`src/rtl/oled_spi_receiver_if.sv`:
```
// Display SPI link lines plus the consumer-side FIFO handshake and flags.
// The master drives the link and pops; the slave is the receiver.
interface oled_spi_receiver_if;
    logic       SCLK;
    logic       nCS;
    logic       DnC;
    logic       SDIN;
    logic       RdEn;
    logic       ClearFlags;
    logic       RxValid;
    logic [7:0] RxData;
    logic       RxIsData;
    logic       Overflow;
    logic       FrameErr;

    modport master (
        output SCLK, nCS, DnC, SDIN, RdEn, ClearFlags,
        input  RxValid, RxData, RxIsData, Overflow, FrameErr
    );

    modport slave (
        input  SCLK, nCS, DnC, SDIN, RdEn, ClearFlags,
        output RxValid, RxData, RxIsData, Overflow, FrameErr
    );
endinterface

```
`src/rtl/oled_spi_receiver.sv`:
```
// Oversampling receiver for the OLED write-only SPI link (mode 0, MSB first)
// with a show-ahead byte FIFO and sticky overflow / framing-error flags.
module oled_spi_receiver #(
    parameter int DEPTH = 4
) (
    input logic Clock,
    input logic nReset,
    oled_spi_receiver_if.slave link
);
    localparam int AW = $clog2(DEPTH);
    localparam logic [AW:0] FullCnt = (AW+1)'(DEPTH);

    // bit [1] of each pipe is the synchronized value
    logic [1:0]    sclkPipe, ncsPipe, dncPipe, sdinPipe;
    logic          sclkPrev, ncsPrev;
    logic [2:0]    bitCnt;
    logic [7:0]    shiftReg;
    logic [8:0]    mem [DEPTH];
    logic [AW-1:0] wrPtr, rdPtr;
    logic [AW:0]   count;
    logic          overflow, frameErr;

    logic sclkRise, ncsRise, ncsFall, capture;
    logic push, pop, full, doPush, ovfSet, ferrSet;

    assign sclkRise = sclkPipe[1] & ~sclkPrev;
    assign ncsRise  = ncsPipe[1] & ~ncsPrev;
    assign ncsFall  = ~ncsPipe[1] & ncsPrev;
    assign capture  = sclkRise & ~ncsPipe[1] & ~ncsFall;

    assign push    = capture & (bitCnt == 3'd7);
    assign pop     = link.RdEn & (count != '0);
    assign full    = (count == FullCnt);
    assign doPush  = push & (~full | pop);
    assign ovfSet  = push & full & ~pop;
    assign ferrSet = ncsRise & (bitCnt != 3'd0);

    always_ff @(posedge Clock or negedge nReset) begin
        if (!nReset) begin
            sclkPipe <= 2'b00;
            ncsPipe  <= 2'b11;
            dncPipe  <= 2'b00;
            sdinPipe <= 2'b00;
            sclkPrev <= 1'b0;
            ncsPrev  <= 1'b1;
        end else begin
            sclkPipe <= {sclkPipe[0], link.SCLK};
            ncsPipe  <= {ncsPipe[0], link.nCS};
            dncPipe  <= {dncPipe[0], link.DnC};
            sdinPipe <= {sdinPipe[0], link.SDIN};
            sclkPrev <= sclkPipe[1];
            ncsPrev  <= ncsPipe[1];
        end
    end

    always_ff @(posedge Clock or negedge nReset) begin
        if (!nReset) begin
            bitCnt   <= 3'd0;
            shiftReg <= 8'h00;
        end else if (ncsRise | ncsFall) begin
            bitCnt <= 3'd0;
        end else if (capture) begin
            bitCnt   <= bitCnt + 3'd1;
            shiftReg <= {shiftReg[6:0], sdinPipe[1]};
        end
    end

    always_ff @(posedge Clock or negedge nReset) begin
        if (!nReset) begin
            for (int i = 0; i < DEPTH; i++) mem[i] <= '0;
            wrPtr <= '0;
            rdPtr <= '0;
            count <= '0;
        end else begin
            if (doPush) begin
                mem[wrPtr] <= {dncPipe[1], shiftReg[6:0], sdinPipe[1]};
                wrPtr      <= wrPtr + AW'(1);
            end
            if (pop) rdPtr <= rdPtr + AW'(1);
            unique case ({doPush, pop})
                2'b10:   count <= count + (AW+1)'(1);
                2'b01:   count <= count - (AW+1)'(1);
                default: count <= count;
            endcase
        end
    end

    // a set in the same cycle as a clear wins
    always_ff @(posedge Clock or negedge nReset) begin
        if (!nReset) begin
            overflow <= 1'b0;
            frameErr <= 1'b0;
        end else begin
            overflow <= (overflow & ~link.ClearFlags) | ovfSet;
            frameErr <= (frameErr & ~link.ClearFlags) | ferrSet;
        end
    end

    assign link.RxValid  = (count != '0);
    assign link.RxData   = link.RxValid ? mem[rdPtr][7:0] : 8'h00;
    assign link.RxIsData = link.RxValid & mem[rdPtr][8];
    assign link.Overflow = overflow;
    assign link.FrameErr = frameErr;
endmodule

```
`src/flat_wrapper.sv`:
```
// flat-port wrapper written by rule: the top's interface ports become plain ports
module oled_spi_receiver_flat 
#(
    parameter int DEPTH = 4
)
  (Clock, nReset, link_SCLK, link_nCS, link_DnC, link_SDIN, link_RdEn, link_ClearFlags, link_RxValid, link_RxData, link_RxIsData, link_Overflow, link_FrameErr);
  oled_spi_receiver_if link_i ();
  input logic Clock;
  input logic nReset;
  input wire logic [$bits(link_i.SCLK)-1:0] link_SCLK;
  input wire logic [$bits(link_i.nCS)-1:0] link_nCS;
  input wire logic [$bits(link_i.DnC)-1:0] link_DnC;
  input wire logic [$bits(link_i.SDIN)-1:0] link_SDIN;
  input wire logic [$bits(link_i.RdEn)-1:0] link_RdEn;
  input wire logic [$bits(link_i.ClearFlags)-1:0] link_ClearFlags;
  output wire logic [$bits(link_i.RxValid)-1:0] link_RxValid;
  output wire logic [$bits(link_i.RxData)-1:0] link_RxData;
  output wire logic [$bits(link_i.RxIsData)-1:0] link_RxIsData;
  output wire logic [$bits(link_i.Overflow)-1:0] link_Overflow;
  output wire logic [$bits(link_i.FrameErr)-1:0] link_FrameErr;
  assign link_i.SCLK = link_SCLK;
  assign link_i.nCS = link_nCS;
  assign link_i.DnC = link_DnC;
  assign link_i.SDIN = link_SDIN;
  assign link_i.RdEn = link_RdEn;
  assign link_i.ClearFlags = link_ClearFlags;
  assign link_RxValid = link_i.RxValid;
  assign link_RxData = link_i.RxData;
  assign link_RxIsData = link_i.RxIsData;
  assign link_Overflow = link_i.Overflow;
  assign link_FrameErr = link_i.FrameErr;
  oled_spi_receiver #(.DEPTH(DEPTH)) u_core (.Clock(Clock), .nReset(nReset), .link(link_i));
endmodule
```
`config.mk`:
```
export PLATFORM = sky130hd
export DESIGN_NAME = oled_spi_receiver_flat
export DESIGN_NICKNAME = d
export VERILOG_FILES = /design/src/rtl/oled_spi_receiver_if.sv /design/src/rtl/oled_spi_receiver.sv /design/src/flat_wrapper.sv
export SDC_FILE = /design/constraint.sdc
export NUM_CORES = 1
export LEC_CHECK = 0
export CORE_ASPECT_RATIO = 0.5
export CORE_MARGIN = 4
export CORE_UTILIZATION = 55
export DETAILED_ROUTE_END_ITERATION = 10
export DONT_BUFFER_PORTS = 1
export PLACE_DENSITY_LB_ADDON = 0.3
export RECOVER_POWER = 100
export SETUP_SLACK_MARGIN = 0.15
export SYNTH_ARGS = -nofsm -noshare
export SYNTH_HDL_FRONTEND = slang
export SYNTH_SLANG_ARGS = --single-unit
```
`constraint.sdc`:
```
create_clock -name Clock -period 2.4 [get_ports Clock]
set_clock_uncertainty 0.15 [all_clocks]
set_input_delay 0.48 -clock Clock [delete_from_list [all_inputs] [get_ports Clock]]
set_output_delay 0.48 -clock Clock [all_outputs]
set_load 0.02 [all_outputs]
```
# [After elaboration in Yosys (flattened, before gate mapping)]
# Index checks and enable logic that the tools add are counted.
[op_classes] n_eq_ne=4 reduce_logical=6 addsub=5 order_cmp=3 mux=10 n_bitwise=28
[ops] operator="36-bit bitwise mux" n=1
[ops] operator="9-bit 2-to-1 mux" n=3
[ops] operator="9-bit binary-select mux with 2-bit select" n=1
[ops] operator="9-bit demux with 2-bit select" n=1
[ops] operator="1-bit AND" n=14
[ops] operator="8-bit 2-to-1 mux" n=1
[ops] operator="1-bit inverter" n=8
[ops] operator="3-bit by 1-bit adder with 3-bit output (second input constant)" n=2
[ops] operator="3-bit equality test (second input constant)" n=2
[ops] operator="3-bit >= comparator (second input constant)" n=2
[ops] operator="3-bit 2-to-1 mux" n=2
[ops] operator="2-bit inverter with 3-bit output" n=2
[ops] operator="3-bit one-hot mux with 2 select lines" n=1
[ops] operator="3-bit nonzero test" n=2
[ops] operator="2-bit by 1-bit adder with 2-bit output (second input constant)" n=2
[ops] operator="1-bit OR" n=4
[ops] operator="2-bit nonzero test" n=2
[ops] operator="3-bit by 1-bit < comparator with 1-bit output (second input constant)" n=1
[ops] operator="3-bit by 1-bit subtractor with 3-bit output (second input constant)" n=1
[ops] operator="2-bit by 1-bit equality test with 1-bit output (second input constant)" n=1
[ops] operator="2-bit equality test (second input constant)" n=1
[ops] operator="2-bit AND reduction" n=1
[ops] operator="1-bit logical AND" n=1
[word_totals] regBits=65 out_inout_bits=12 wordCells=73 input_bits=8

# [Longest topological paths before layout]
[logic_depth] word_depth=8 mapped_depth=11

# [Least setup slack after synthesis]
# OpenSTA, ideal clock, no wires.
[synth_timing] path_type="flip-flop to flip-flop" startpoint="register u_core.ncsPipe[1]" endpoint="register u_core.count[1]" setup_time_ns=0.083 arrival_ns=2.237 synth_period_minus_slack_ns=2.470 path_stages_with_launch=10 path_slack_ns=-0.070 path_cell_list="dfstp_2 inv_1 ha_1 nor4b_1 buf_4 nand3_2 ha_1 inv_1 fa_1 o21ai_0"
[synth_via] elab_chain_len=8 elab_cells_between_ends=11
[synth_rtl] item="start: declaration" line_no="oled_spi_receiver.sv:14" rtl="logic [1:0] sclkPipe, ncsPipe, dncPipe, sdinPipe;"
[synth_rtl] item="start signal: assignment" line_no="oled_spi_receiver.sv:48" rtl="ncsPipe <= {ncsPipe[0], link.nCS};"
[synth_rtl] item="1-bit inverter (*)" line_no="oled_spi_receiver.sv:28, oled_spi_receiver.sv:29"
[synth_rtl] item="1-bit AND" line_no="oled_spi_receiver.sv:28" rtl="assign ncsFall = ~ncsPipe[1] & ncsPrev;"
[synth_rtl] item="1-bit inverter" line_no="oled_spi_receiver.sv:29" rtl="assign capture = sclkRise & ~ncsPipe[1] & ~ncsFall;"
[synth_rtl] item="1-bit AND (*)" line_no="oled_spi_receiver.sv:29"
[synth_rtl] item="1-bit AND (*)" line_no="oled_spi_receiver.sv:31" rtl="assign push = capture & (bitCnt == 3'd7);"
[synth_rtl] item="1-bit AND (*)" line_no="oled_spi_receiver.sv:34" rtl="assign doPush = push & (~full | pop);"
[synth_rtl] item="2-bit by 1-bit equality test with 1-bit output / 2-bit equality test (equally long branches)" line_no="oled_spi_receiver.sv:80" rtl="unique case ({doPush, pop})"
[synth_rtl] item="3-bit one-hot mux with 2 select lines / 2-bit nonzero test (equally long branches)"
[synth_rtl] item="end signal: assignment" line_no="oled_spi_receiver.sv:81" rtl="2'b10: count <= count + (AW+1)'(1);"
[synth_rtl] item="end signal: assignment" line_no="oled_spi_receiver.sv:82" rtl="2'b01: count <= count - (AW+1)'(1);"
[synth_rtl] item="end signal: assignment" line_no="oled_spi_receiver.sv:83" rtl="default: count <= count;"
[synth_rtl] item="end: declaration" line_no="oled_spi_receiver.sv:20" rtl="logic [AW:0] count;"
# Mark *: on every way between the ends. The rest lies on a longest branch, timed or not.
# A chain may end at the register's enable or synchronous reset.

# [Worst setup path after layout]
[layout_timing] startpoint="register u_core.rdPtr[0]" endpoint="output link_RxData[2]"
[layout_via] elab_chain_len=5
[layout_rtl] item="start: declaration" line_no="oled_spi_receiver.sv:19" rtl="logic [AW-1:0] wrPtr, rdPtr;"
[layout_rtl] item="start signal: assignment" line_no="oled_spi_receiver.sv:79" rtl="if (pop) rdPtr <= rdPtr + AW'(1);"
[layout_rtl] item="2-bit inverter with 3-bit output (implied by the code)" line_no="oled_spi_receiver.sv:100" rtl="assign link.RxData = link.RxValid ? mem[rdPtr][7:0] : 8'h00;"
[layout_rtl] item="9-bit binary-select mux with 2-bit select" line_no="oled_spi_receiver.sv:100"
[layout_rtl] item="9-bit 2-to-1 mux (implied by the code) (2 in series)" line_no="oled_spi_receiver.sv:100"
[layout_rtl] item="8-bit 2-to-1 mux" line_no="oled_spi_receiver.sv:100"
[layout_rtl] item="end: declaration" line_no="flat_wrapper.sv:17" rtl="output wire logic [$bits(link_i.RxData)-1:0] link_RxData;"
# No other way between the ends. The select of a mux whose other input is x is not followed.

==> qor.csv <==
stage,metric,value,unit
timing,Rel. slew slack,43.28,%
clock_tree,htree depth,3,
floorplan,Core Area,0.004977,mm2
timing,hold violation total from the final report,0,
clock_tree,CTS sink cnt,65,
timing,RSZ-0062 raised after global routing,yes,
routing,final wirelength,5542,um
routing,drt first pass iters,4,
yosys,compound-cell area share of the yosys netlist,0.7401,%
cells_and_area,synth-to-layout area growth,20.94,%
power,Leak Pwr,1.614,nW
power,Reg power frac,56.8,%
floorplan,IO Pins,20,
run,total of max-cap violations,0,
critical_path,"Buf+Inv Stages, Crit Path",1,
place,Detailed Place HPWL,3162,um
power,Power Density,598.1,mW/mm2
cells_and_area,"Design Area, Final",0.003476,mm2
place,RD Place Congestion,0.7555,
yosys,Synth Area in Simple Gates,7.706,%
floorplan,Starting Density,57.74,%
power,Net Sw Frac,23.83,%
cells_and_area,"most common cell after layout, fill and taps aside",dfrtp_1,
cells_and_area,share of cells above drive strength 1,48.20,%
yosys,Synth Area in XOR/XNOR,2.133,%
floorplan,die height,59.12,um
yosys,syn_area_per_cell,15.45,um2
critical_path,Crit-path slowest cell,mux4_2,
routing,# DRC,0,
clock_tree,CTS tree,yes,
grt,largest net degree at the start of global routing,66,
floorplan,area of the die,0.006516,mm2
critical_path,required time of the critical path,1.77,ns
routing,Via Count,1629,
place,count of input and output buffers,0,
critical_path,Top delay family on crit path,multiplexers,
yosys,Yosys reg bits,65,
yosys,mux cell area share after synthesis,24.99,%
floorplan,row cnt,18,
cells_and_area,Layout Nets,236,
yosys,post-synthesis cell type count,27,
grt,initial antenna violation count,0,
timing,Max Fclk,430.1,MHz
timing,fin crit period,2.325,ns
place,placed cell area,0.003019,mm2
critical_path,CP Capture Type,output port,
floorplan,Chip Width,110.2,um
power,Gate power share,4.3,%
grt,"Remaining Overflow, GRT",0,
clock_tree,CTS Root Cell,clkbuf_8,
routing,drt initial violations,76,
cells_and_area,Finished Core Util,69.83,%
timing,Worst-Margin Slew,0.8509,ns
power,Clk network pwr share,38.9,%
critical_path,Max stage delay on crit path,0.50,ns
timing,setup violators final,0,
yosys,Ys Warns,0,
critical_path,WS Path Type,flop to output port,
yosys,cell area after synthesis,0.002874,mm2
power,Switch Pwr,495.4,uW
grt,GR Util All Layers,18.53,%
clock_tree,CTS buffer count,9,
cells_and_area,antenna diode count,0,
timing,setup tns final,0,ns
run_status,outcome,completed,
grt,vias in the first global route,1746,
routing,Routed WL per cell,18.98,um
grt,first-pass GRT wire length,8597,um
yosys,Syn Inst Count,186,
routing,ANT nets after route,0,
critical_path,crit path launch type,flop,
routing,routed vias/inst,5.579,
critical_path,"Cell Chain, Critical Path",clkbuf_16 -> mux4_2 -> and2_4,
clock_tree,later-pin clock latency in the skew report,0.35,ns
clock_tree,register clock-pin slew on the reported worst setup and hold paths,0.06,ns
power,VDD IR-drop max,0.0004330,V
worst_hold_path,HP Class,input pin to flop,
yosys,largest family of logic cells by synthesized area,multiplexers,
power,Pint,1.584,mW
yosys,Mapped Nets,205,
cells_and_area,"commonest cells after routing, fill and taps aside","dfrtp_1 (61), mux2_2 (38), inv_1 (10), clkbuf_8 (10), buf_4 (10)",
yosys,Adder-Cell Fraction of Synth Area,5.050,%
critical_path,Worst EP arrival,1.69,ns
timing,final max-slew violation count,0,
timing,"Period Utilization, post-route",96.87,%
yosys,"Seq/Total Area, Yosys",56.73,%
clock_tree,Clock Tree Buf Depth,2,
critical_path,Crit Path Max Fanout,4,
[per-layer routing]
layer  wire length (um)  GRT usage (%)  share of wire (%)  vias up
li1                   -              -                  -      730
met1               2503          23.04                 45      861
met2               2633          28.62                 48       27
met3                322          8.161                5.8       11
met4                 82          7.895                1.5        0
met5                  0              0                  0        -
[per-stage QoR]
stage | worst slack (ns) | hold slack, ns | total power [mW] | cells
global placement | 0.1366 | 0.03582 | 1.252 | 256
CTS | 0.1131 | 0.06739 | 2.102 | 282
finish | 0.07505 | 0.07775 | 2.079 | 292
floorplan | 0.03983 | 0.03441 | 1.230 | 186
global route | 0.007834 | 0.07071 | 2.177 | 292
detailed placement | 0.02387 | 0.03587 | 1.254 | 256
[sequential cells by signal (all words and copies together), names as in the netlist]
register and flops:
u_core.bitCnt 3, u_core.count 3, u_core.dncPipe 2, u_core.link.FrameErr 1, u_core.link.Overflow 1, u_core.mem 36, u_core.ncsPipe 2, u_core.ncsPrev 1
u_core.rdPtr 2, u_core.sclkPipe 2, u_core.sclkPrev 1, u_core.sdinPipe 2, u_core.shiftReg 7, u_core.wrPtr 2
[synthesized netlist by cell type (all sizes together)]
master,n,share of area (%)
clkbuf,2,0.26
o22ai,1,0.22
mux2,44,17
dfstp,3,2.7
mux2i,2,0.70
buf,4,0.83
inv,12,1.6
nand4,4,3.0
nand2,3,0.39
fa,1,0.70
dfrtp,62,54
or3,1,0.22
xor2,3,0.91
and2,11,2.4
nor4b,1,0.30
or4b,1,0.35
nand3,2,0.52
mux4,9,7.1
xnor2,4,1.2
ha,10,4.4
nor2,1,0.13
nor2b,2,0.44
o21ai,3,0.52
[path summary, 6_finish.rpt]
kind	from	to	slack, ns	cells after the start
worst max-delay path	u_core.rdPtr[0]$_DFFE_PN0P_	link_RxData[2]	0.08	3
worst min-delay path	link_ClearFlags	u_core.link.Overflow$_DFF_PN0_	0.08	1
worst max register to register	u_core.ncsPipe[1]$_DFF_PN1_	u_core.mem[27]$_DFFE_PN0P_	0.10	7
worst min register to register	u_core.dncPipe[0]$_DFF_PN0_	u_core.dncPipe[1]$_DFF_PN0_	0.20	0
max in group asynchronous	nReset	u_core.rdPtr[1]$_DFFE_PN0P_	0.80	2
min in group asynchronous	nReset	u_core.mem[31]$_DFFE_PN0P_	0.68	2
[layout make-up]
cell class | instances | area, um2
inverters | 12 | 45.04
fillers | 349 | 1501
flip-flops and latches | 65 | 1632
well taps | 70 | 87.58
repair buffers | 22 | 234.0
clock inverters | 4 | 28.78
multi-input cells | 107 | 1304
clock buffers | 12 | 145.1
[timing repair]
action / in CTS / in global routing
buffers inserted: 4 / 4
pin swaps: 7 / 10
hold endpoints to repair: 69 / 0
gates cloned: 0 / 6
setup endpoints to repair: 42 / 24
hold buffers: 6 / 0
resized for setup: 10 / 20
[logic make-up after synthesis]
| family | count (synthesis) |
|---|---|
| multiplexers | 55 |
| buffers and inverters | 18 |
| AO/OA/AOI/OAI | 4 |
| XOR/XNOR | 7 |
| flip-flops | 65 |
| AND/OR/NAND/NOR | 26 |
| adder cells (fa/ha/maj) | 11 |
[power by group through the flow]
stage | combinational, mW | clock, mW | sequential [mW]
after floorplan | 0.0429 | 0 | 1.19
after global placement | 0.0507 | 0 | 1.20
after detailed placement | 0.0523 | 0 | 1.20
after CTS | 0.0874 | 0.834 | 1.18
after global routing | 0.0999 | 0.888 | 1.19
final | 0.0891 | 0.809 | 1.18
Note: power is estimated with default switching activity, not from simulation.
